**config.mk**
```make
export PLATFORM = sky130hd
export DESIGN_NAME = mux4_rr_arbiter
export DESIGN_NICKNAME = d
export VERILOG_FILES = /design/src/rtl/mux4_arb_pkg.sv /design/src/rtl/rr_pick4.sv /design/src/rtl/mux4_rr_arbiter.sv
export SDC_FILE = /design/constraint.sdc
export NUM_CORES = 1
export LEC_CHECK = 0
export ABC_AREA = 1
export ABC_CLOCK_PERIOD_IN_PS = 2000
export BUFFER_PORTS_ARGS = -buffer_cell sky130_fd_sc_hd__buf_2
export CORE_MARGIN = 2
export CORE_UTILIZATION = 46
export CTS_CLUSTER_SIZE = 12
export DETAILED_ROUTE_END_ITERATION = 6
export HOLD_SLACK_MARGIN = 0.08
export PLACE_DENSITY_LB_ADDON = 0.1
export SETUP_SLACK_MARGIN = 0.2
export SKIP_LAST_GASP = 1
export SLEW_MARGIN = 0
export SYNTH_ARGS = -nofsm -noshare
export SYNTH_HDL_FRONTEND = slang
export SYNTH_SLANG_ARGS = --single-unit
```
**constraint.sdc**
```tcl
create_clock -name clk -period 2 [get_ports clk]
set_input_delay 0.1 -clock clk [delete_from_list [all_inputs] [get_ports clk]]
set_output_delay 0.1 -clock clk [all_outputs]
set_load 0.02 [all_outputs]
```
**src/rtl/mux4_arb_pkg.sv**
```systemverilog
// Shared constants and helpers for the 4-requester round-robin mux arbiter.
//   NUM_REQ   : number of requesters
//   SEL_W     : width of a requester index
//   PTR_RESET : last-grant pointer after reset (requester 0 wins first)
//   onehot4() : index -> 4-bit one-hot grant vector
package mux4_arb_pkg;

  localparam int unsigned NUM_REQ = 4;
  localparam int unsigned SEL_W   = 2;

  localparam logic [SEL_W-1:0] PTR_RESET = 2'd3;

  // Index to one-hot grant vector.
  function automatic logic [NUM_REQ-1:0] onehot4(input logic [SEL_W-1:0] sel);
    onehot4 = NUM_REQ'(1) << sel;
  endfunction

endpackage

```
**src/rtl/rr_pick4.sv**
```systemverilog
// Combinational rotating-priority picker for four requesters.
// Scans (ptr+1), (ptr+2), (ptr+3), ptr (all mod 4) and returns the first
// index whose req bit is set.
//   req    : request vector
//   ptr    : last-granted index; the search starts just after it
//   winner : selected index (equals ptr when nothing requests)
//   any    : at least one request is present
module rr_pick4
  import mux4_arb_pkg::*;
(
  input  logic [NUM_REQ-1:0] req,
  input  logic [SEL_W-1:0]   ptr,
  output logic [SEL_W-1:0]   winner,
  output logic               any
);

  // Walk from the farthest candidate back to the nearest so the nearest
  // requesting index is the last (and therefore final) assignment.
  always_comb begin
    winner = ptr;
    any    = |req;
    for (int k = NUM_REQ; k >= 1; k--) begin
      if (req[SEL_W'(ptr + SEL_W'(k))]) begin
        winner = SEL_W'(ptr + SEL_W'(k));
      end
    end
  end

endmodule

```
**src/rtl/mux4_rr_arbiter.sv**
```systemverilog
// Round-robin arbiter sharing one 4:1 data mux between four requesters,
// with a registered valid/ready output stage (one transfer per cycle when
// the sink is ready).
// Optional burst mode: define MUX4_ARB_BURST_EN to let the previous winner
// keep priority for up to MAX_BURST consecutive captures.
//   clk, rst_n : clock, asynchronous active-low reset
//   req        : per-requester valid
//   a,b,c,d    : requester 0..3 data
//   ack        : one-hot capture strobe (combinational)
//   out_valid  : out_data holds an untransferred word
//   out_ready  : sink accepts when out_valid & out_ready
//   out_data   : captured word (registered)
//   out_sel    : index that produced out_data (registered)
module mux4_rr_arbiter
  import mux4_arb_pkg::*;
#(
  parameter int unsigned WIDTH = 4
`ifdef MUX4_ARB_BURST_EN
  ,
  parameter int unsigned MAX_BURST = 4
`endif
) (
  input  logic                clk,
  input  logic                rst_n,
  input  logic [NUM_REQ-1:0]  req,
  input  logic [WIDTH-1:0]    a,
  input  logic [WIDTH-1:0]    b,
  input  logic [WIDTH-1:0]    c,
  input  logic [WIDTH-1:0]    d,
  output logic [NUM_REQ-1:0]  ack,
  output logic                out_valid,
  input  logic                out_ready,
  output logic [WIDTH-1:0]    out_data,
  output logic [SEL_W-1:0]    out_sel
);

  logic [SEL_W-1:0] ptr;
  logic [SEL_W-1:0] rr_winner;
  logic             rr_any;
  logic [SEL_W-1:0] winner;
  logic             load;
  logic [WIDTH-1:0] mux_data;

  rr_pick4 u_pick (
    .req    (req),
    .ptr    (ptr),
    .winner (rr_winner),
    .any    (rr_any)
  );

`ifdef MUX4_ARB_BURST_EN
  localparam int unsigned CNT_W = 4;

  logic [CNT_W-1:0] burst_cnt;
  logic             hold;

  // Previous winner keeps the slot while it still requests and its burst
  // budget is not spent; otherwise fall back to plain rotation from ptr.
  assign hold   = req[ptr] && (burst_cnt != '0) && (burst_cnt < CNT_W'(MAX_BURST));
  assign winner = hold ? ptr : rr_winner;

  // Burst length tracker; restarts at 1 whenever the slot was won by rotation.
  always_ff @(posedge clk or negedge rst_n) begin
    if (!rst_n) begin
      burst_cnt <= '0;
    end else if (load) begin
      burst_cnt <= hold ? CNT_W'(burst_cnt + CNT_W'(1)) : CNT_W'(1);
    end else if (!rr_any) begin
      burst_cnt <= '0;
    end
  end
`else
  assign winner = rr_winner;
`endif

  // Capture when something requests and the output slot is free or draining.
  assign load = rst_n && rr_any && (!out_valid || out_ready);
  assign ack  = load ? onehot4(winner) : '0;

  // Shared 4:1 data mux steered by the scheduler.
  always_comb begin
    mux_data = a;
    case (winner)
      2'd0:    mux_data = a;
      2'd1:    mux_data = b;
      2'd2:    mux_data = c;
      default: mux_data = d;
    endcase
  end

  // Output stage and last-grant pointer.
  always_ff @(posedge clk or negedge rst_n) begin
    if (!rst_n) begin
      out_valid <= 1'b0;
      out_data  <= '0;
      out_sel   <= '0;
      ptr       <= PTR_RESET;
    end else if (load) begin
      out_valid <= 1'b1;
      out_data  <= mux_data;
      out_sel   <= winner;
      ptr       <= winner;
    end else if (out_ready) begin
      out_valid <= 1'b0;
    end
  end

endmodule

```
==> results.md, run 1 <==
- Status: finished with violations
- Failing checks: setup timing
- GR Overflow Total: 0
- Worst-Skew Late Latency: 0.27 ns
- R2R Setup Slk: 0.02 ns
- Nets@finish: 201
- Crit path DAT: 1.98 ns
- Final GP Congestion: 0.824
- Setup Skew: 0.00828 ns
- Fin. Hold Viols: 0
- Max IR drop VDD: 1.31 mV
- GRT Util Overall: 24.7%
- Die area: 0.00207 sq mm
- CTS root buf: clkbuf_4
- Yosys cell types: 20
- Num CTS Buffers: 3
- DRC: 0
- Max-cap violations: 0
- RSZ-0062 raised after global routing: yes
- Commonest non-fill, non-tap cells in the layout: nand2_1 (30), buf_2 (29), buf_4 (20)
- CP Max Fanout: 8
- Row count: 15
- Final worst slack: -0.0792 ns
- Kind of critical path: flop to output pin
- Ant. Diodes: 0
- Fin cells: 194
- Via count: 992
- Hold path endpoint: out_data[2]
- Mean Syn Cell Area: 6.67 sq um
- Startpoint types: flop
- Worst flop-to-flop path startpoint: ptr[0]
- Leakage power: 0.750 nW
- Chip width: 45.5 microns
- Final setup violation count: 3
- Power, Total: 2.76 mW
- Initial Util: 47.5%
- Hold Crit Start: d[2]
- Synth top area share: 22.1%
- Post-Syn Area: 793 sq um
- Worst EP required: 1.90 ns
- Final Cycle Share: 104%
- Largest net degree at the start of global routing: 11
- Fin. max-slew vios: 0
- Design Area, Final: 0.00136 sq mm
- Critical Path Sink Type: output pin
- Achievable Freq: 0.481 GHz
- Hold WC Path Type: primary input to flop
- Max-slew headroom: 68.7%
- Syn Nets: 142
- I/O pins: 34
- Die height: 45.5 microns
- Commonest non-fill, non-tap cell in the layout: nand2_1
- Synth area leader: dfrtp_1
- R2R depth: 15
- Final critical path time including I/O delays and setup: 2.08 ns
- Yosys reg bits: 9
- Clock buffer depth: 2
- Via density: 5.11
- First-pass GRT wire length: 3620 microns
- Initial antenna violation count: 0
- H-tree depth: 1
- Sequential share of the synthesized area: 28.7%
- Area growth, synth to finish: 71.9%
- Worst-margin pin slew: 0.464 ns
- Hpwl dp: 1530 microns
- TritonCTS clock tree: yes
- Power Density: 2030 mW/mm^2
- Hold Crit Depth: 5
- Routed Antenna Nets: 0
- Number of clock sinks: 9
- 1st-iter DRT viols: 31
- Clock-pin slew on the worst setup and hold paths: 0.06 ns
- Fraction of layout cells with a size suffix above 1: 56.5%
- Placed inst area: 988 sq um
- WL per Instance: 12.4 microns
- Placed Cells: 171
- YS warnings: 0
- Placeable Area: 0.00167 sq mm
- Area contributors post-synth: dfrtp_1 (22%), nand2_1 (18%), nand2_2 (11%)
- Vias in the first global route: 849
- RR Endpoint: out_data[0]
- WL final: 2400 microns
- Router iterations before antenna repair: 4
- I/O Buffers: 33
- Mapped Cells: 119
## cell type report
| class | instances | area, sq um |
|---|---|---|
| multi-input cells | 90 | 616 |
| repair buffers | 57 | 392 |
| fillers | 114 | 307 |
| flip-flops and latches | 9 | 228 |
| inverters | 17 | 81.3 |
| clock buffers | 4 | 26.3 |
| well taps | 17 | 21.3 |
## cell usage after synthesis, drive strengths merged
cell,instances
or2,1
nand4,4
inv,16
nor3,1
dfrtp,7
nand2,53
o21ai,10
nand3,9
nor2,11
dfstp,2
clkinv,1
o41ai,1
buf,3
## worst max path at each step
stage          startpoint          end  cells past startpoint
2_1_floorplan      ptr[0]       ack[1]                     12
3_3_place_gp       ptr[0]  out_data[1]                     13
3_5_place_dp       ptr[0]  out_data[2]                     13
4_1_cts            ptr[0]       ack[2]                     10
5_1_grt            ptr[0]       ack[2]                     10
6_report           ptr[0]       ack[2]                     10
## cell families (layout without fill, tap and decap cells)
| group | Yosys count | after routing | synth area share, % |
|---|---|---|---|
| buffers and inverters | 20 | 78 | 13.4 |
| AOI/OAI and AO/OA | 11 | 11 | 8.83 |
| and+or+nand+nor | 79 | 79 | 49.1 |
| DFF | 9 | 9 | 28.7 |
## report_power, final
group | internal, mW | switching (mW)
logic | 1.01 | 1.27
registers | 0.279 | 0.0635
clock network | 0.0770 | 0.0653
## metal layers
layer  global-route usage (%)  routed length, microns  share of wire, %
met5                        0                       0                 0
met4                     10.6                      54               2.2
met3                     5.16                     128               5.3
met2                     42.5                    1280                53
met1                     29.3                     934                39
## sequential cells by signal, summed over array words and instances, names as in the netlist
register and count:
out_data 4, out_sel 2, out_valid 1, ptr 2
## per-stage QoR
step | hold WS (ns) | setup TNS, ns | util, % | worst slack (ns)
finish | 0.160 | -0.142 | 81.6 | -0.0792
global route | 0.179 | -0.906 | 81.6 | -0.163
CTS | 0.141 | -0.150 | 75.4 | -0.0482
detailed placement | 0.0521 | 0 | 59.2 | 0.0160
global placement | 0.0478 | 0 | 59.2 | 0.0382
floorplan | -0.196 | 0 | - | 0.189
## critical path: stages, from the launching register on
cell and delay, ns:
dfstp_2 0.58, buf_12 0.13, inv_12 0.05, nand2_4 0.06
nand2_4 0.05, nand2_4 0.09, nand3_4 0.08, o21ai_4 0.25
nand2_2 0.11, nor2_1 0.15, buf_4 0.16
## what timing repair did
item,in CTS,in global routing
gates resized for setup,25,21
buffers inserted,14,3
hold endpoints to repair,10,0
pin swaps,17,18
setup endpoints to repair,10,11
hold buffers,2,0
Note: power is estimated with default switching activity, not from simulation.
==> run 2, diff against run 1 <==
- CORE_ASPECT_RATIO: default -> 1.25
==> run 2 against run 1 <==
Sequential power about the same. Global-route usage up 2.0 points. Final area down 6.0%. Register-to-register slack worse by 0.06 ns. Critical path depth up 2. Sequential cell count unchanged. Count of clock-buffer cells in the layout unchanged. Clock power up 5%. Combinational power down 5%. Critical path type unchanged. Via count down 4.6%. Final cell count down 2.6%. Critical endpoint is now ack[0]. The flow still finishes with violations (setup timing).
==> results.md, run 2 (synthesis gave the netlist of run 1 again) <==
- Status: finished with violations
- Failing checks: setup timing
- Worst-Skew Late Latency: 0.27 ns
- I/O pins: 34
- Cell mode on critical path: nand2_2
- RSZ-0062 raised after global routing: yes
- Vias in the first global route: 915
- Hpwl dp: 1680 microns
- Power Density: 2070 mW/mm^2
- Crit-path cells: buf_6 -> inv_8 -> nand2_2 -> nand2_2 -> nand2_1 -> nand2_1 -> nand2_2 -> nand2_2 -> nand2_4 -> nand2_8 -> nor3_2 -> buf_4
- Via density: 5.01
- Power, Total: 2.66 mW
- Largest reg by FF count: out_data
- Final Cycle Share: 103%
- Clock-pin slew on the worst setup and hold paths: 0.07 ns
- Commonest non-fill, non-tap cells in the layout: nand2_1 (30), buf_2 (29), nand2_2 (18)
- Fin. Hold Viols: 0
- Initial Util: 49.5%
- Clock buffer depth: 2
- Fillers: 126
- WL per Instance: 13.2 microns
- Die height: 50.4 microns
- Fin util: 80.1%
- Via count: 946
- Max IR drop VDD: 1.60 mV
- Worst EP required: 1.90 ns
- Placeable Area: 0.00160 sq mm
- Critical Path Sink Type: output pin
- Achievable Freq: 0.486 GHz
- Crit path DAT: 1.96 ns
- GR Overflow Total: 0
- First-pass GRT wire length: 3710 microns
- Fin. max-slew vios: 0
- TritonCTS clock tree: yes
- Regs by FF count: out_data x4, out_sel x2, ptr x2
- Buf/Inv on CP: 3
- Pre-CTS setup slack: 0.0128 ns
- Total Neg Setup Slack: -0.267 ns
- Fraction of layout cells with a size suffix above 1: 56.7%
- Max-cap violations: 0
- Chip width: 41.1 microns
- Largest net degree at the start of global routing: 11
- CP Max Fanout: 9
- Die area: 0.00207 sq mm
- Routed Antenna Nets: 0
- Final setup violation count: 8
- CP max stage delay: 0.59 ns
- Num CTS Buffers: 3
- Row count: 16
- Router iterations before antenna repair: 4
- Slowest cell on crit path: dfstp_2
- Leakage power: 0.710 nW
- Number of clock sinks: 9
- H-tree depth: 1
- Nets@finish: 195
- Kind of critical path: flop to output pin
- Reg area: 228 sq um
- Delay-heaviest family, CP: simple AND/OR/NAND/NOR gates
- Final GP Congestion: 0.766
- Hold WC Path Type: primary input to flop
- Final worst slack: -0.0575 ns
- Worst-margin pin slew: 0.441 ns
- Max reg flops: 4
- Commonest non-fill, non-tap cell in the layout: nand2_1
- Area growth, synth to finish: 61.7%
- GRT Util Overall: 26.7%
- Final critical path time including I/O delays and setup: 2.06 ns
- Initial antenna violation count: 0
- I/O Buffers: 33
- Multi-input logic area: 572 sq um
- DRC: 0
- Startpoint types: flop
- Ant. Diodes: 0
- Max-slew headroom: 70.2%
- CTS root buf: clkbuf_4
- WL final: 2500 microns
- 1st-iter DRT viols: 10
- Setup Skew: 0.00875 ns
[run 2: cell count changes in the layout (fill, tap and decap cells not counted), sizes merged]
| cell | previous run | this run |
|---|---|---|
| buf | 55 | 49 |
[run 2: timing repair]
item                                    in CTS  in global routing
resized for setup                           22                 22
hold buffers                                 2                  0
pin swaps                                   13                 15
endpoints found under the hold margin       10                  0
setup buffers                               11                  0
endpoints found under the setup margin       9                 10
[run 2: where the power goes]
group | internal (mW) | switching (mW)
Sequential | 0.279 | 0.0668
Clock | 0.0772 | 0.0723
Combinational | 0.943 | 1.22
Total | 1.30 | 1.36
[run 2: metrics by stage]
| step | hold WS [ns] | instance area, sq um | cells |
|---|---|---|---|
| after floorplan | -0.196 | 798 | 119 |
| after global placement | 0.0455 | 1000 | 172 |
| after detailed placement | 0.0427 | 1000 | 172 |
| after CTS | 0.129 | 1210 | 189 |
| after global routing | 0.154 | 1280 | 189 |
| final | 0.125 | 1280 | 189 |
[run 2: final cells by class]
type	count	area share, %
well taps	18	1.76
flip-flops and latches	9	17.8
multi-input cells	90	44.6
inverters	17	5.95
clock buffers	4	2.05
repair buffers	51	27.9
[run 2: final timing paths]
check / startpoint / endpoint / slack, ns / cells after the start
max: ptr[0] / ack[0] / -0.06 / 12
min: a[0] / out_data[0] / 0.13 / 5
max reg2reg: ptr[0] / out_data[3] / -0.04 / 17
min reg2reg: out_sel[0] / out_sel[0] / 0.47 / 2
max in group asynchronous: rst_n / ptr[1] / 1.48 / 3
min in group asynchronous: rst_n / out_sel[1] / 0.30 / 3
[run 2: per-layer routing]
metal / part of all wire, % / global-route usage (%) / up-vias
met2: 57 / 48.2 / 35
met5: 0 / 0 / -
met1: 38 / 27.0 / 428
met3: 3.6 / 7.08 / 4
li1: - / - / 479
met4: 1.3 / 9.68 / 0
[run 2: tightest hold or removal path: cells and delay by family]
kind / cells / cell delay [ns]
buf+inv: 1 / 0.07
simple gates: 4 / 0.20
